## config.mk

```make
export PLATFORM = sky130hd
export DESIGN_NAME = step_drv_arbiter
export DESIGN_NICKNAME = d
export VERILOG_FILES = /design/src/rtl/step_drv_arbiter_pkg.sv /design/src/rtl/step_timer.sv /design/src/rtl/step_drv_arbiter.sv
export SDC_FILE = /design/constraint.sdc
export NUM_CORES = 1
export LEC_CHECK = 0
export CAP_MARGIN = 20
export CORE_UTILIZATION = 40
export DETAILED_ROUTE_END_ITERATION = 6
export HOLD_SLACK_MARGIN = 0.12
export SLEW_MARGIN = 20
export SYNTH_ARGS = -nofsm -noshare
export SYNTH_HDL_FRONTEND = slang
export SYNTH_SLANG_ARGS = --single-unit
```

## constraint.sdc

```tcl
create_clock -name clk -period 8.85 [get_ports clk]
set_clock_uncertainty 0.15 [all_clocks]
set_input_delay 1.77 -clock clk [delete_from_list [all_inputs] [get_ports clk]]
set_output_delay 1.77 -clock clk [all_outputs]
set_load 0.01 [all_outputs]
```

## src/rtl/step_drv_arbiter_pkg.sv

```systemverilog
// Shared definitions for the stepper-driver arbiter.
//   state_e       : FSM state encoding (IDLE, SETUP, HIGH, LOW)
//   GNT_*         : grant output encoding
//   DEF_*         : default timing parameters in clk cycles at 50 MHz
//   clamp_period  : max(period, min_period)
package step_drv_arbiter_pkg;

  typedef enum logic [1:0] {
    ST_IDLE  = 2'd0,
    ST_SETUP = 2'd1,
    ST_HIGH  = 2'd2,
    ST_LOW   = 2'd3
  } state_e;

  localparam logic [1:0] GNT_NONE = 2'b00;
  localparam logic [1:0] GNT_TR   = 2'b01;
  localparam logic [1:0] GNT_MAN  = 2'b10;

  localparam int DEF_WIDTH_WORK = 16;
  localparam int DEF_PULSE_W    = 50;
  localparam int DEF_DIR_SETUP  = 25;
  localparam int DEF_MIN_PERIOD = 100;

  function automatic logic [31:0] clamp_period(input logic [31:0] period,
                                               input logic [31:0] min_period);
    return (period >= min_period) ? period : min_period;
  endfunction

endpackage

```

## src/rtl/step_timer.sv

```systemverilog
// Loadable down-counter used for the SETUP, HIGH and LOW phase lengths.
//   clk, rst   : clock, asynchronous active-high reset
//   load       : load load_val this cycle (takes priority over counting)
//   load_val   : phase length in cycles (>= 1)
//   done       : high on the last cycle of the loaded interval
module step_timer #(
  parameter int W = 16
) (
  input  logic         clk,
  input  logic         rst,
  input  logic         load,
  input  logic [W-1:0] load_val,
  output logic         done
);

  logic [W-1:0] cnt_q, cnt_d;

  always_comb begin
    cnt_d = cnt_q;
    if (load)
      cnt_d = load_val;
    else if (cnt_q != '0)
      cnt_d = cnt_q - 1'b1;
  end

  always_ff @(posedge clk or posedge rst) begin
    if (rst) cnt_q <= '0;
    else     cnt_q <= cnt_d;
  end

  // A value of N loaded at the phase entry edge gives exactly N cycles in
  // that phase; 0 is treated as expired so the FSM can never stall.
  assign done = (cnt_q <= W'(1));

endmodule

```

## src/rtl/step_drv_arbiter.sv

```systemverilog
// Arbitrates a stepper driver between a tracking requester (level, free
// running) and a manual requester (counted move) and generates the
// step/dir waveform with direction setup time, pulse width and minimum
// step period.
//   clk, rst                  : clock, asynchronous active-high reset
//   tr_req/tr_dir/tr_period   : tracking request, direction, period (0 = hold)
//   man_start/dir/period/steps: manual move request, sampled on man_start
//   drv_step/drv_dir/drv_enable: motor driver outputs
//   grant                     : current owner (00 none, 01 tracking, 10 manual)
//   man_busy/man_done         : manual move status
module step_drv_arbiter
  import step_drv_arbiter_pkg::*;
#(
  parameter int WIDTH_WORK = DEF_WIDTH_WORK,
  parameter int PULSE_W    = DEF_PULSE_W,
  parameter int DIR_SETUP  = DEF_DIR_SETUP,
  parameter int MIN_PERIOD = DEF_MIN_PERIOD
) (
  input  logic                  clk,
  input  logic                  rst,
  input  logic                  tr_req,
  input  logic                  tr_dir,
  input  logic [WIDTH_WORK-1:0] tr_period,
  input  logic                  man_start,
  input  logic                  man_dir,
  input  logic [WIDTH_WORK-1:0] man_period,
  input  logic [WIDTH_WORK-1:0] man_steps,
  output logic                  drv_step,
  output logic                  drv_dir,
  output logic                  drv_enable,
  output logic [1:0]            grant,
  output logic                  man_busy,
  output logic                  man_done
);

  state_e                state_q, state_d;
  logic [1:0]            grant_q, grant_d;
  logic                  drv_step_q, drv_step_d;
  logic                  drv_dir_q, drv_dir_d;
  logic                  drv_enable_q, drv_enable_d;
  logic                  man_busy_q, man_busy_d;
  logic                  man_done_q, man_done_d;
  logic                  m_dir_q, m_dir_d;
  logic [WIDTH_WORK-1:0] m_period_q, m_period_d;
  logic [WIDTH_WORK-1:0] rem_q, rem_d;
  logic [WIDTH_WORK-1:0] eff_q, eff_d;

  logic                  tmr_load;
  logic [WIDTH_WORK-1:0] tmr_val;
  logic                  tmr_done;

  logic                  man_pend;
  logic [1:0]            grant_sel;
  logic                  own_dir;
  logic [WIDTH_WORK-1:0] own_period;
  logic                  start_pulse;

  step_timer #(.W(WIDTH_WORK)) u_timer (
    .clk      (clk),
    .rst      (rst),
    .load     (tmr_load),
    .load_val (tmr_val),
    .done     (tmr_done)
  );

  // Owner selection: only re-evaluated in IDLE, held otherwise. A manual
  // move with steps remaining beats tracking.
  always_comb begin
    man_pend  = man_busy_q && (rem_q != '0);
    grant_sel = grant_q;
    if (state_q == ST_IDLE) begin
      if (man_pend)    grant_sel = GNT_MAN;
      else if (tr_req) grant_sel = GNT_TR;
      else             grant_sel = GNT_NONE;
    end
    own_dir    = (grant_sel == GNT_MAN) ? m_dir_q    : tr_dir;
    own_period = (grant_sel == GNT_MAN) ? m_period_q : tr_period;
  end

  always_comb begin
    state_d     = state_q;
    grant_d     = grant_sel;
    drv_dir_d   = drv_dir_q;
    man_busy_d  = man_busy_q;
    man_done_d  = 1'b0;
    m_dir_d     = m_dir_q;
    m_period_d  = m_period_q;
    rem_d       = rem_q;
    eff_d       = eff_q;
    tmr_load    = 1'b0;
    tmr_val     = '0;
    start_pulse = 1'b0;

    case (state_q)
      ST_IDLE: begin
        if (grant_sel == GNT_MAN || (grant_sel == GNT_TR && tr_period != '0)) begin
          if (own_dir != drv_dir_q) begin
            drv_dir_d = own_dir;
            state_d   = ST_SETUP;
            tmr_load  = 1'b1;
            tmr_val   = WIDTH_WORK'(DIR_SETUP);
          end else begin
            start_pulse = 1'b1;
          end
        end
      end
      ST_SETUP: begin
        if (tmr_done) start_pulse = 1'b1;
      end
      ST_HIGH: begin
        if (tmr_done) begin
          // The IDLE cycle before the next rising edge is part of the period.
          state_d  = ST_LOW;
          tmr_load = 1'b1;
          tmr_val  = eff_q - WIDTH_WORK'(PULSE_W) - WIDTH_WORK'(1);
        end
      end
      ST_LOW: begin
        if (grant_q == GNT_TR && !tr_req) begin
          state_d = ST_IDLE;
        end else if (tmr_done) begin
          state_d = ST_IDLE;
          if (grant_q == GNT_MAN && rem_q == '0) begin
            man_done_d = 1'b1;
            man_busy_d = 1'b0;
          end
        end
      end
      default: state_d = ST_IDLE;
    endcase

    if (start_pulse) begin
      state_d  = ST_HIGH;
      tmr_load = 1'b1;
      tmr_val  = WIDTH_WORK'(PULSE_W);
      eff_d    = WIDTH_WORK'(clamp_period(32'(own_period), 32'(MIN_PERIOD)));
      if (grant_sel == GNT_MAN) rem_d = rem_q - 1'b1;
    end

    // Zero-step move: never takes ownership, completes on the next cycle.
    if (man_busy_q && rem_q == '0 && grant_q != GNT_MAN) begin
      man_done_d = 1'b1;
      man_busy_d = 1'b0;
    end

    if (man_start && !man_busy_q) begin
      man_busy_d = 1'b1;
      m_dir_d    = man_dir;
      m_period_d = man_period;
      rem_d      = man_steps;
    end

    drv_step_d   = (state_d == ST_HIGH);
    drv_enable_d = (grant_d != GNT_NONE);
  end

  always_ff @(posedge clk or posedge rst) begin
    if (rst) begin
      state_q      <= ST_IDLE;
      grant_q      <= GNT_NONE;
      drv_step_q   <= 1'b0;
      drv_dir_q    <= 1'b0;
      drv_enable_q <= 1'b0;
      man_busy_q   <= 1'b0;
      man_done_q   <= 1'b0;
      m_dir_q      <= 1'b0;
      m_period_q   <= '0;
      rem_q        <= '0;
      eff_q        <= '0;
    end else begin
      state_q      <= state_d;
      grant_q      <= grant_d;
      drv_step_q   <= drv_step_d;
      drv_dir_q    <= drv_dir_d;
      drv_enable_q <= drv_enable_d;
      man_busy_q   <= man_busy_d;
      man_done_q   <= man_done_d;
      m_dir_q      <= m_dir_d;
      m_period_q   <= m_period_d;
      rem_q        <= rem_d;
      eff_q        <= eff_d;
    end
  end

  assign drv_step   = drv_step_q;
  assign drv_dir    = drv_dir_q;
  assign drv_enable = drv_enable_q;
  assign grant      = grant_q;
  assign man_busy   = man_busy_q;
  assign man_done   = man_done_q;

endmodule

```

Yosys cells after proc, flatten, opt, wreduce, memory -nomap -nowiden
Cells that the tools add are included.
{ "totals": {"ff_bits": 74, "inputBits": 54, "output_inout_bits": 7, "elab_cells": 96} }
{ "classes": {"add_sub_neg": 4, "n_lt_le_gt_ge": 2, "n_eq_ne": 11, "mux": 42, "reduce_logical": 25} }
{ "ops": {"columns": ["operator", "n"], "rows": [
  ["$mux 16", 9],
  ["$reduce_bool 16->1", 3],
  ["$sub 16x1->16 const B", 3],
  ["$pmux 16 s2", 1],
  ["$mux 1", 19],
  ["$ge 16x7->1 const B", 1],
  ["$le 16x1->1 const B", 1],
  ["$logic_not 16->1", 1],
  ["$mux 2", 8],
  ["$sub 16x6->16 const B", 1],
  ["$eq 2x2->1 const B", 5],
  ["$mux 5", 2],
  ["$reduce_bool 3->1", 3],
  ["$reduce_bool 2->1", 4],
  ["$logic_and 1x1->1", 7],
  ["$eq 2x1->1 const B", 3],
  ["$pmux 2 s3", 1],
  ["$pmux 1 s2", 2],
  ["$reduce_and 4->1", 1],
  ["$ne 3x1->1 const B", 1],
  ["$reduce_and 3->1", 1],
  ["$logic_not 1->1", 2],
  ["$logic_not 2->1", 1],
  ["$ne 2x2->1 const B", 1],
  ["3 further kinds", 3]
]} }

Depth between registers and ports, before layout
Gate-level depths: netlist (run 1).
{ "logic_depth": {"ltp_word": 12, "depth_mapped": 12, "mapped_depth_nobuf": 10} }

Hierarchy
Synthesis (run 1) repeated with hierarchy kept, for this count alone.
{ "hier_totals": {"hier_cells": 513, "hier_area_um2": 4365.4} }
{ "modules_own_cells": {"columns": ["mod", "n_inst", "cells_each", "area_per_inst_um2", "seq_area_each_um2"], "rows": [
  ["step_drv_arbiter", 1, 395, 3305.7, 1451.4],
  ["step_timer", 1, 118, 1059.8, 400.4]
]} }

Worst setup path before layout (run 1)
No wires, ideal clock.
{ "synth_path": {"path_kind": "in2reg", "start": "input port tr_period[1]", "end": "register u_timer.cnt_q[10]", "setup_time_ns": 0.132, "arrival_time_ns": 3.519, "t_required_ns": 8.568, "setup_slack_ns": 5.049, "path_stages": 8, "path_buffers": 2, "cell_sequence": "or4_1 o31ai_1 a21oi_1 o21bai_1 and3_1 clkbuf_1 clkbuf_1 nor2_1"} }
{ "synth_between": {"elab_chain_cells": 7, "word_cells_on_any_way": 11, "classes_between": "7 x mux; 4 x reduce/logical"} }
{ "synth_lines": {"columns": ["element", "line_no", "source"], "rows": [
  ["start: declaration", "step_drv_arbiter.sv:23", "input logic [WIDTH_WORK-1:0] tr_period,"],
  ["$reduce_bool 16->1 (*)", "step_drv_arbiter.sv:96", "if (grant_sel == GNT_MAN || (grant_sel == GNT_TR && tr_period != '0)) begin"],
  ["$logic_and 1x1->1 (*)", "step_drv_arbiter.sv:96", null],
  ["$logic_or 1x1->1 (*)", "step_drv_arbiter.sv:96", null],
  ["$mux 1", "step_drv_arbiter.sv:96", null],
  ["$pmux 1 s2", "step_drv_arbiter.sv:94", "case (state_q)"],
  ["$mux 16 or $mux 1 (tied branches)", "step_drv_arbiter.sv:132", "if (start_pulse) begin"],
  ["$mux 16 or $reduce_bool 2->1 (tied branches)", null, null],
  ["end signal: assignment", "step_timer.sv:28", "else cnt_q <= cnt_d;"],
  ["end: declaration", "step_timer.sv:16", "logic [W-1:0] cnt_q, cnt_d;"]
]} }
Every way passes the cells marked *; elsewhere a longest branch is shown, timed or not.
A chain may end at the register's enable or synchronous reset.

Worst setup path after layout (run 1)
{ "layout_path": {"start": "input port tr_period[5]", "end": "register u_timer.cnt_q[12]"} }
The elaborated chain is that of the path after synthesis.

==> results of run 1 <==
[metal layers]
layer	GRT usage	part of all wire	vias to the layer above
met1	0.234	0.46	1647
li1	-	-	1726
met5	0	0	-
met2	0.318	0.50	50
met3	0.0301	0.026	9
met4	0.0592	0.011	0
[synthesized netlist by cell type (all sizes together) (2+ instances only)]
| cell type | number | area share |
|---|---|---|
| a22oi | 11 | 0.020 |
| and2 | 3 | 0.0045 |
| nor3b | 3 | 0.0054 |
| nand3 | 4 | 0.0048 |
| a211oi | 2 | 0.0036 |
| a31oi | 4 | 0.0060 |
| a21oi | 17 | 0.021 |
| or3 | 10 | 0.016 |
| clkbuf | 16 | 0.014 |
| mux2 | 2 | 0.0054 |
| or2 | 5 | 0.0075 |
| nor3 | 12 | 0.015 |
| nor4 | 8 | 0.015 |
| a21bo | 2 | 0.0048 |
| or4 | 6 | 0.012 |
| nor2 | 38 | 0.034 |
| nand3b | 2 | 0.0036 |
| a221oi | 4 | 0.0083 |
| o211ai | 2 | 0.0069 |
| ha | 4 | 0.012 |
| xor2 | 18 | 0.038 |
| o2111a | 2 | 0.0054 |
| a21o | 3 | 0.0054 |
| mux2i | 15 | 0.036 |
| o41ai | 2 | 0.0042 |
| nor2b | 4 | 0.0060 |
| xnor2 | 20 | 0.042 |
| inv | 7 | 0.0063 |
| dfrtp | 74 | 0.44 |
| nand2b | 3 | 0.0045 |
| and3 | 2 | 0.0030 |
| o21ai | 32 | 0.038 |
| o31ai | 4 | 0.0072 |
| buf | 8 | 0.011 |
| nand2 | 102 | 0.092 |
| a2111oi | 6 | 0.024 |
[power by group through the flow]
stage | registers (mW) | clock network [mW] | logic (mW)
floorplan | 0.525 | 0 | 0.408
global placement | 0.547 | 0 | 0.519
detailed placement | 0.552 | 0 | 0.529
CTS | 0.546 | 0.353 | 0.532
global route | 0.563 | 0.372 | 0.590
finish | 0.546 | 0.345 | 0.528
[logic make-up after synthesis]
kind of cell / count (synthesis)
AND/OR/NAND/NOR: 204
AO/OA/AOI/OAI: 97
flip-flops: 74
XOR/XNOR: 38
buffers and inverters: 31
multiplexers: 17
adder cells (fa/ha/maj): 4
[state kept, by name, indices dropped and copies added, names as in the netlist]
signal and flops:
drv_enable 1, rem_q 16, man_done 1, eff_q 16, state_q 2, u_timer.cnt_q 16, m_dir_q 1, drv_dir 1
grant 2, m_period_q 16, drv_step 1, man_busy 1
[final cells by class]
class	count	area, sq um
timing repair buffer	63	623
clock buffer	11	141
clock inverter	5	125
tap	136	170
inverter	7	26.3
multi-input combinational	360	2220
sequential	74	1850
fill	963	5070
[layout by cell type (no fill, tap or decap), drive strengths merged, types with 2 or more instances in the layout]
cell type	netlist	layout
o31ai	4	4
ha	4	4
nor3b	3	3
o21ai	32	32
or2	5	5
nand3b	2	2
nor2b	4	4
nor4	8	8
nand3	4	4
nor3	12	12
xor2	18	18
nor2	38	38
clkbuf	16	11
a22oi	11	11
buf	8	3
or3	10	10
a221oi	4	4
or4	6	6
clkdlybuf4s50	0	60
mux2i	15	15
a21bo	2	2
o211ai	2	2
xnor2	20	20
a2111oi	6	6
bufinv	0	4
o2111a	2	2
dfrtp	74	74
and3	2	2
a211oi	2	2
and2	3	3
nand2	102	102
o41ai	2	2
mux2	2	2
nand2b	3	3
a21oi	17	17
a21o	3	3
a31oi	4	4
inv	7	7
[worst max path at each step]
| stage | start | end | slack, ns | cells after the start |
|---|---|---|---|---|
| floorplan | rst | drv_dir$_DFFE_PP0P_ | 5.05 | 1 |
| global placement | tr_period[11] | u_timer.cnt_q[12]$_DFFE_PP0P_ | 4.28 | 9 |
| detailed placement | tr_period[11] | u_timer.cnt_q[12]$_DFFE_PP0P_ | 4.17 | 9 |
| CTS | tr_period[11] | u_timer.cnt_q[12]$_DFFE_PP0P_ | 4.51 | 9 |
| global route | tr_period[10] | u_timer.cnt_q[12]$_DFFE_PP0P_ | 4.18 | 9 |
| finish | tr_period[5] | u_timer.cnt_q[12]$_DFFE_PP0P_ | 4.52 | 8 |
[tightest hold or removal path, stage by stage (launching register included)]
cell and delay, ns:
dfrtp_1 0.35, nand2_1 0.05, nand2_1 0.05
==> impl_metrics.yaml, run 1 <==
outcome:
  status: "finished clean"
worst_setup_path:
  worstPathMaxFanout: 16
  reg2reg_depth: 8
  slowest_delay_ns: 0.49
  worst-path-buf-inv: 1
  regToRegSetupSlack_ns: 5.19
  slowest_stage: "clkdlybuf4s50_1"
  required_ns: 8.94
  crit_type: "in2reg"
  cp_top_family: "compound AO/OA/AOI/OAI gates"
  rr_endpoint: "u_timer.cnt_q[12]$_DFFE_PP0P_"
  end_kind: "flop"
  cp-start-kind: "input port"
  cp.arrival_ns: 4.41
  reg2reg_from: "rem_q[11]$_DFFE_PP0P_"
  crit_chain: "clkdlybuf4s50_1, or4_1, o31ai_1, a21oi_1, o21bai_1, and2_1, o21ai_0, a221oi_1"
yosys:
  yosys.area_share.simple: 0.228
  synthArstFlopShare: 1.00
  ys_ff_latch: 74
  ys_types: 56
  synth-edff-count: 0
  synth_mux_area_frac: 0.0411
  yosysWarnings: 0
  synth_top_family_by_area: "simple AND/OR/NAND/NOR gates"
  syn-instance-count: 465
  yosys.area_share.xor_xnor: 0.0793
  syn_avg_cell_area_sq_um: 9.03
  yosysSeqAreaShare: 0.441
  syn_area_sq_mm: 0.00420
  synth.net_count: 523
  synthFlopType: "dfrtp_1"
  synthAdderAreaFrac: 0.0119
  synth_compound_area_frac: 0.167
floorplan:
  die_h_um: 104
  design.portCount: 61
  rows: 37
  core_area_sq_mm: 0.0102
  start_util: 0.410
  die_area_sq_mm: 0.0109
  die_width_um: 104
hold_path:
  worstHoldEndpoint: "m_period_q[0]$_DFFE_PP0P_"
  hp-class: "reg2reg"
  min_delay_path_depth: 2
  min_from: "m_period_q[0]$_DFFE_PP0P_"
final_layout:
  layout-drive-gt1-share: 0.0865
  final_util: 0.504
  stdcell_area_sq_mm: 0.00516
  syn2layout_area_growth_pct: 22.9
  antennaDiodeCount: 0
  final_cells: 656
  nets: 573
clock_network:
  clk_latency_ns: 0.34
  clkSinkCount: 74
  cts-root-buf: "clkbuf_8"
  clock_path_buffers: 2
  cts_resized: 0
  post-cts-setup-buffers: 0
  cts_tree: "yes"
  clk_pin_slew_worst_paths_ns: 0.07
  cts_max_level: 3
  cts_hold_buf: 0
  cts-buffers-inserted: 9
power:
  p_total_mw: 1.42
  pwr_density_cell_mw_per_mm2: 275
  p_comb_frac: 0.372
  ir_drop_mv: 0.131
  clockPowerShare: 0.243
  switching_power_mw: 0.501
  p_leak_nw: 2.19
  p_int_mw: 0.918
  p_seq_frac: 0.385
  swShare: 0.353
global_route:
  grt_max_degree: 75
  track_usage: 0.184
  grt.overflow.total: 0
  grt_pass1_wl_um: 16000
  antenna_found_initial: 0
  grt_pass1_vias: 3411
drt:
  ant_nets: 0
  drt_iter0_markers: 100
  vias_per_cell: 5.23
  post_drt_wl_per_cell_um: 14.3
  drt_wl_total_um: 9400
  route.detailed.drc: 0
  vias: 3432
  first_pass_iters: 4
placed_design:
  placed_cell_area_sq_mm: 0.00489
  portBuffers: 60
  hpwl_um: 7080
  dp_cells: 640
  pre_cts_ws_ns: 4.17
  place.gp.congestion: 0.767
sta:
  worst_slew_pin_slew_ns: 0.927
  final_max_slew_viol_count: 0
  rsz0062_at_grt: "false"
  maxSlewHeadroom: 0.382
  hold_slack_ns: 0.337
  setup_viol: 0
  min_period_ns: 4.33
  timing.final.crit_share: 0.489
  timing.setup.tns_ns: 0
  hold_viol_final: 0
  finalWorstSetupSlack_ns: 4.52
  fmaxAchievable_mhz: 231
run:
  cap_violations: 0
Power figures use the tool's default switching activity.
==> run 2: changes to the inputs <==
==> constraint.sdc (replaced) <==
create_clock -name clk -period 4.3 [get_ports clk]
set_clock_uncertainty 0.15 [all_clocks]
set_input_delay 0.86 -clock clk [delete_from_list [all_inputs] [get_ports clk]]
set_output_delay 0.86 -clock clk [all_outputs]
set_load 0.01 [all_outputs]
==> impl_metrics.yaml, run 2 (synthesis gave the netlist of run 1 again) <==
drt:
  drt_wl_total_um: 9470
  ant_nets: 0
  first_pass_iters: 4
  vias_per_cell: 5.21
  vias: 3436
  route.detailed.drc: 0
  drt_iter0_markers: 159
  post_drt_wl_per_cell_um: 14.4
clock_network:
  cts_resized: 0
  clk_pin_slew_worst_paths_ns: 0.07
  cts_hold_buf: 0
  post-cts-setup-buffers: 0
  clk_latency_ns: 0.34
  cts-root-buf: "clkbuf_8"
  clkSinkCount: 74
  cts_max_level: 3
  cts-buffers-inserted: 9
  clock_path_buffers: 2
  cts_tree: "yes"
final_layout:
  fillerInstances: 1018
  nets: 576
  syn2layout_area_growth_pct: 21.9
  final_cells: 659
  antennaDiodeCount: 0
  layout_commonest_cell: "nand2_1"
  multi_input_comb_area_sq_mm: 0.00222
  layout.area.seq_sq_mm: 0.00185
  final_cell_mix: "101 x nand2_1, 74 x dfrtp_1, 60 x clkdlybuf4s50_1"
  layout-drive-gt1-share: 0.0937
sta:
  maxSlewHeadroom: 0.442
  min_period_ns: 3.57
  hold_slack_ns: 0.335
  hold_viol_final: 0
  rsz0062_at_grt: "false"
  fmaxAchievable_mhz: 280
  timing.setup.tns_ns: 0
  worst_slew_pin_slew_ns: 0.835
  final_max_slew_viol_count: 0
  timing.final.crit_share: 0.830
  setup_viol: 0
  finalWorstSetupSlack_ns: 0.731
floorplan:
  core_area_sq_mm: 0.0102
  die_area_sq_mm: 0.0109
  design.portCount: 61
  die_width_um: 104
  rows: 37
  start_util: 0.410
  die_h_um: 104
power:
  p_int_mw: 1.73
  swShare: 0.375
  p_seq_frac: 0.407
  pwr_density_cell_mw_per_mm2: 541
  p_comb_frac: 0.395
  clockPowerShare: 0.198
  switching_power_mw: 1.04
  p_leak_nw: 2.18
  ir_drop_mv: 0.189
worst_setup_path:
  worstPathMaxFanout: 14
  end_kind: "flop"
  cp-start-kind: "flop"
  crit_type: "reg2reg"
  cp.arrival_ns: 3.68
  required_ns: 4.41
  regToRegSetupSlack_ns: 0.73
  crit_chain: "or4_1, or3_1, o2111a_1, o31a_1, o211ai_4, a21oi_1, a21bo_2, a31oi_1"
  slowest_stage: "or4_1"
  slowest_delay_ns: 0.58
global_route:
  grt_max_degree: 43
  antenna_found_initial: 0
  track_usage: 0.182
  grt_pass1_wl_um: 15900
  grt.overflow.total: 0
  grt_pass1_vias: 3353
run:
  cap_violations: 0
hold_path:
  hp-class: "reg2reg"
placed_design:
  place.gp.congestion: 0.784
  portBuffers: 60
  hpwl_um: 7240
  dp_cells: 643
  pre_cts_ws_ns: 0.563
outcome:
  status: "finished clean"
[run 2: cell types whose count changed in the layout (fill, tap and decap cells not counted), sizes merged]
cell,change
bufinv,-3
buf,+3
clkinvlp,+1
clkinv,+2
[run 2: power groups by stage]
stage / Clock [mW] / Combinational (mW) / Sequential, mW
floorplan: 0 / 0.840 / 1.08
global placement: 0 / 1.08 / 1.13
detailed placement: 0 / 1.09 / 1.14
CTS: 0.562 / 1.10 / 1.12
global route: 0.590 / 1.22 / 1.16
finish: 0.547 / 1.09 / 1.13
[run 2: critical path: cells and delay by family (launching register included)]
family,cells,cell delay (ns)
compound gates,6,1.86
flops,1,0.42
simple gates,2,1.04
[run 2: cell type report]
type                       count  area share
inverter                       7     0.00513
clock buffer                  11      0.0296
timing repair buffer          66       0.126
tap                          136      0.0332
sequential                    74       0.362
multi-input combinational    360       0.434
clock inverter                 5      0.0103
[run 2: final timing paths]
kind                                                 from                      endpoint  depth (start not counted)
worst max-delay path                rem_q[11]$_DFFE_PP0P_          rem_q[2]$_DFFE_PP0P_                          8
worst min-delay path            m_period_q[1]$_DFFE_PP0P_     m_period_q[1]$_DFFE_PP0P_                          2
worst max register to register      rem_q[11]$_DFFE_PP0P_          rem_q[2]$_DFFE_PP0P_                          8
worst min register to register  m_period_q[1]$_DFFE_PP0P_     m_period_q[1]$_DFFE_PP0P_                          2
max in group asynchronous                             rst         eff_q[10]$_DFFE_PP0N_                          3
min in group asynchronous                             rst  u_timer.cnt_q[1]$_DFFE_PP0P_                          2
[run 2: layer usage]
| layer | GRT usage | vias up | part of all wire |
|---|---|---|---|
| met5 | 0 | - | 0 |
| met1 | 0.235 | 1638 | 0.47 |
| met4 | 0.0612 | 0 | 0.0083 |
| li1 | - | 1733 | - |
| met2 | 0.312 | 59 | 0.50 |
| met3 | 0.0269 | 6 | 0.024 |
[run 2: per-stage QoR]
step	total power [mW]	util	cell area [sq um]
final	2.77	0.500	5120
after global routing	2.97	0.500	5120
after CTS	2.79	0.500	5120
after detailed placement	2.23	0.480	4910
after global placement	2.20	0.480	4910
after floorplan	1.92	-	4200
==> run 3: changes to the inputs <==
==> constraint.sdc (replaced) <==
create_clock -name clk -period 3.3 [get_ports clk]
set_clock_uncertainty 0.15 [all_clocks]
set_input_delay 0.66 -clock clk [delete_from_list [all_inputs] [get_ports clk]]
set_output_delay 0.66 -clock clk [all_outputs]
set_load 0.01 [all_outputs]
==> impl_metrics.yaml, run 3 (synthesis gave the netlist of run 1 again) <==
power:
  ir_drop_mv: 0.242
  p_leak_nw: 2.25
  pwr_density_cell_mw_per_mm2: 694
  p_seq_frac: 0.400
  clockPowerShare: 0.184
  swShare: 0.378
  p_comb_frac: 0.416
  p_int_mw: 2.26
  switching_power_mw: 1.37
final_layout:
  final_cells: 669
  syn2layout_area_growth_pct: 24.8
  final_cell_mix: "101 x nand2_1, 74 x dfrtp_1, 60 x clkdlybuf4s50_1"
  antennaDiodeCount: 0
  nets: 587
  layout_commonest_cell: "nand2_1"
  layout-drive-gt1-share: 0.114
  final_util: 0.512
worst_setup_path:
  worst-path-buf-inv: 1
  end_kind: "flop"
  crit_chain: "or4_1, or3_4, o2111a_1, o31a_1, o211ai_4, buf_12, a211oi_1, xnor2_1, a21oi_1"
  slowest_delay_ns: 0.56
  reg2reg_depth: 9
  slowest_stage: "or4_1"
  cp_top_family: "compound AO/OA/AOI/OAI gates"
  required_ns: 3.35
  cp_num_cells: 9
  crit_type: "reg2reg"
  cp-start-kind: "flop"
  worstPathMaxFanout: 13
  cp.arrival_ns: 3.21
placed_design:
  hpwl_um: 7410
  place.gp.congestion: 0.797
  dp_cells: 654
  portBuffers: 60
floorplan:
  design.portCount: 61
  die_area_sq_mm: 0.0109
  die_width_um: 104
  core_area_sq_mm: 0.0102
  die_h_um: 104
  rows: 37
  start_util: 0.410
global_route:
  track_usage: 0.190
  grt_pass1_wl_um: 16500
  grt_pass1_vias: 3536
  antenna_found_initial: 0
  grt_max_degree: 46
  grt.overflow.total: 0
sta:
  fmaxAchievable_mhz: 316
  maxSlewHeadroom: 0.444
  worst_slew_pin_slew_ns: 0.832
  rsz0062_at_grt: "false"
  setup_viol: 0
  min_period_ns: 3.16
  hold_slack_ns: 0.345
  final_max_slew_viol_count: 0
  timing.final.crit_share: 0.958
  hold_viol_final: 0
drt:
  first_pass_iters: 4
  drt_iter0_markers: 170
  drt_wl_total_um: 9730
  post_drt_wl_per_cell_um: 14.5
  vias_per_cell: 5.19
  vias: 3473
  ant_nets: 0
  route.detailed.drc: 0
clock_network:
  cts-buffers-inserted: 9
  post-cts-setup-buffers: 0
  cts_max_level: 3
  cts-root-buf: "clkbuf_8"
  clock_path_buffers: 2
  cts_hold_buf: 0
  cts_tree: "yes"
  clk_latency_ns: 0.35
  clk_pin_slew_worst_paths_ns: 0.08
  cts_resized: 0
  clkSinkCount: 74
outcome:
  status: "finished clean"
hold_path:
  hp-class: "reg2reg"
  min_delay_path_depth: 2
run:
  cap_violations: 0
[run 3: changes by cell type in the layout (fill, tap and decap cells not counted), sizes merged]
cell | previous run | this run
buf | 6 | 17
clkbuf | 11 | 10
[run 3: power by group through the flow]
stage                     Sequential [mW]  Clock [mW]  Combinational (mW)
after floorplan                      1.41           0                1.10
after global placement               1.45           0                1.48
after detailed placement             1.47           0                1.51
after CTS                            1.45       0.693                1.52
after global routing                 1.50       0.734                1.69
final                                1.45       0.670                1.51
[run 3: tightest hold or removal path, cell delays in order (launching register included)]
cell and delay [ns]:
dfrtp_1 0.35, nand2_1 0.06, nand2_1 0.06
[run 3: area by class of cell]
cell class,instances,area (sq um)
clock buffers,10,128
clock inverters,5,56.3
fillers,987,4990
inverters,7,26.3
multi-input cells,360,2240
flip-flops and latches,74,1850
well taps,136,170
repair buffers,77,766
[run 3: path summary, 6_finish.rpt]
check / from / end / slack (ns)
setup / recovery: rem_q[12]$_DFFE_PP0P_ / rem_q[11]$_DFFE_PP0P_ / 0.14
hold / removal: m_period_q[0]$_DFFE_PP0P_ / m_period_q[0]$_DFFE_PP0P_ / 0.34
setup reg to reg: rem_q[12]$_DFFE_PP0P_ / rem_q[11]$_DFFE_PP0P_ / 0.14
hold reg to reg: m_period_q[0]$_DFFE_PP0P_ / m_period_q[0]$_DFFE_PP0P_ / 0.34
max in group asynchronous: rst / m_period_q[9]$_DFFE_PP0P_ / 1.75
min in group asynchronous: rst / man_done$_DFF_PP0_ / 0.59
[run 3: metrics by stage]
step	worst slack (ns)	power (mW)	TNS [ns]	instance area, sq um
after floorplan	0.216	2.50	0	4200
after CTS	0.0394	3.66	0	5220
after global placement	0.137	2.93	0	5030
after global routing	0.00374	3.93	0	5240
after detailed placement	-0.0468	2.98	-0.0468	5030
final	0.137	3.64	0	5240
[run 3: per-layer routing]
layer  part of all wire  vias up  GRT usage
met3              0.024       12     0.0382
met4              0.014        0     0.0673
met1               0.47     1673      0.243
met5                  0        -          0
met2               0.49       40      0.318
li1                   -     1748          -
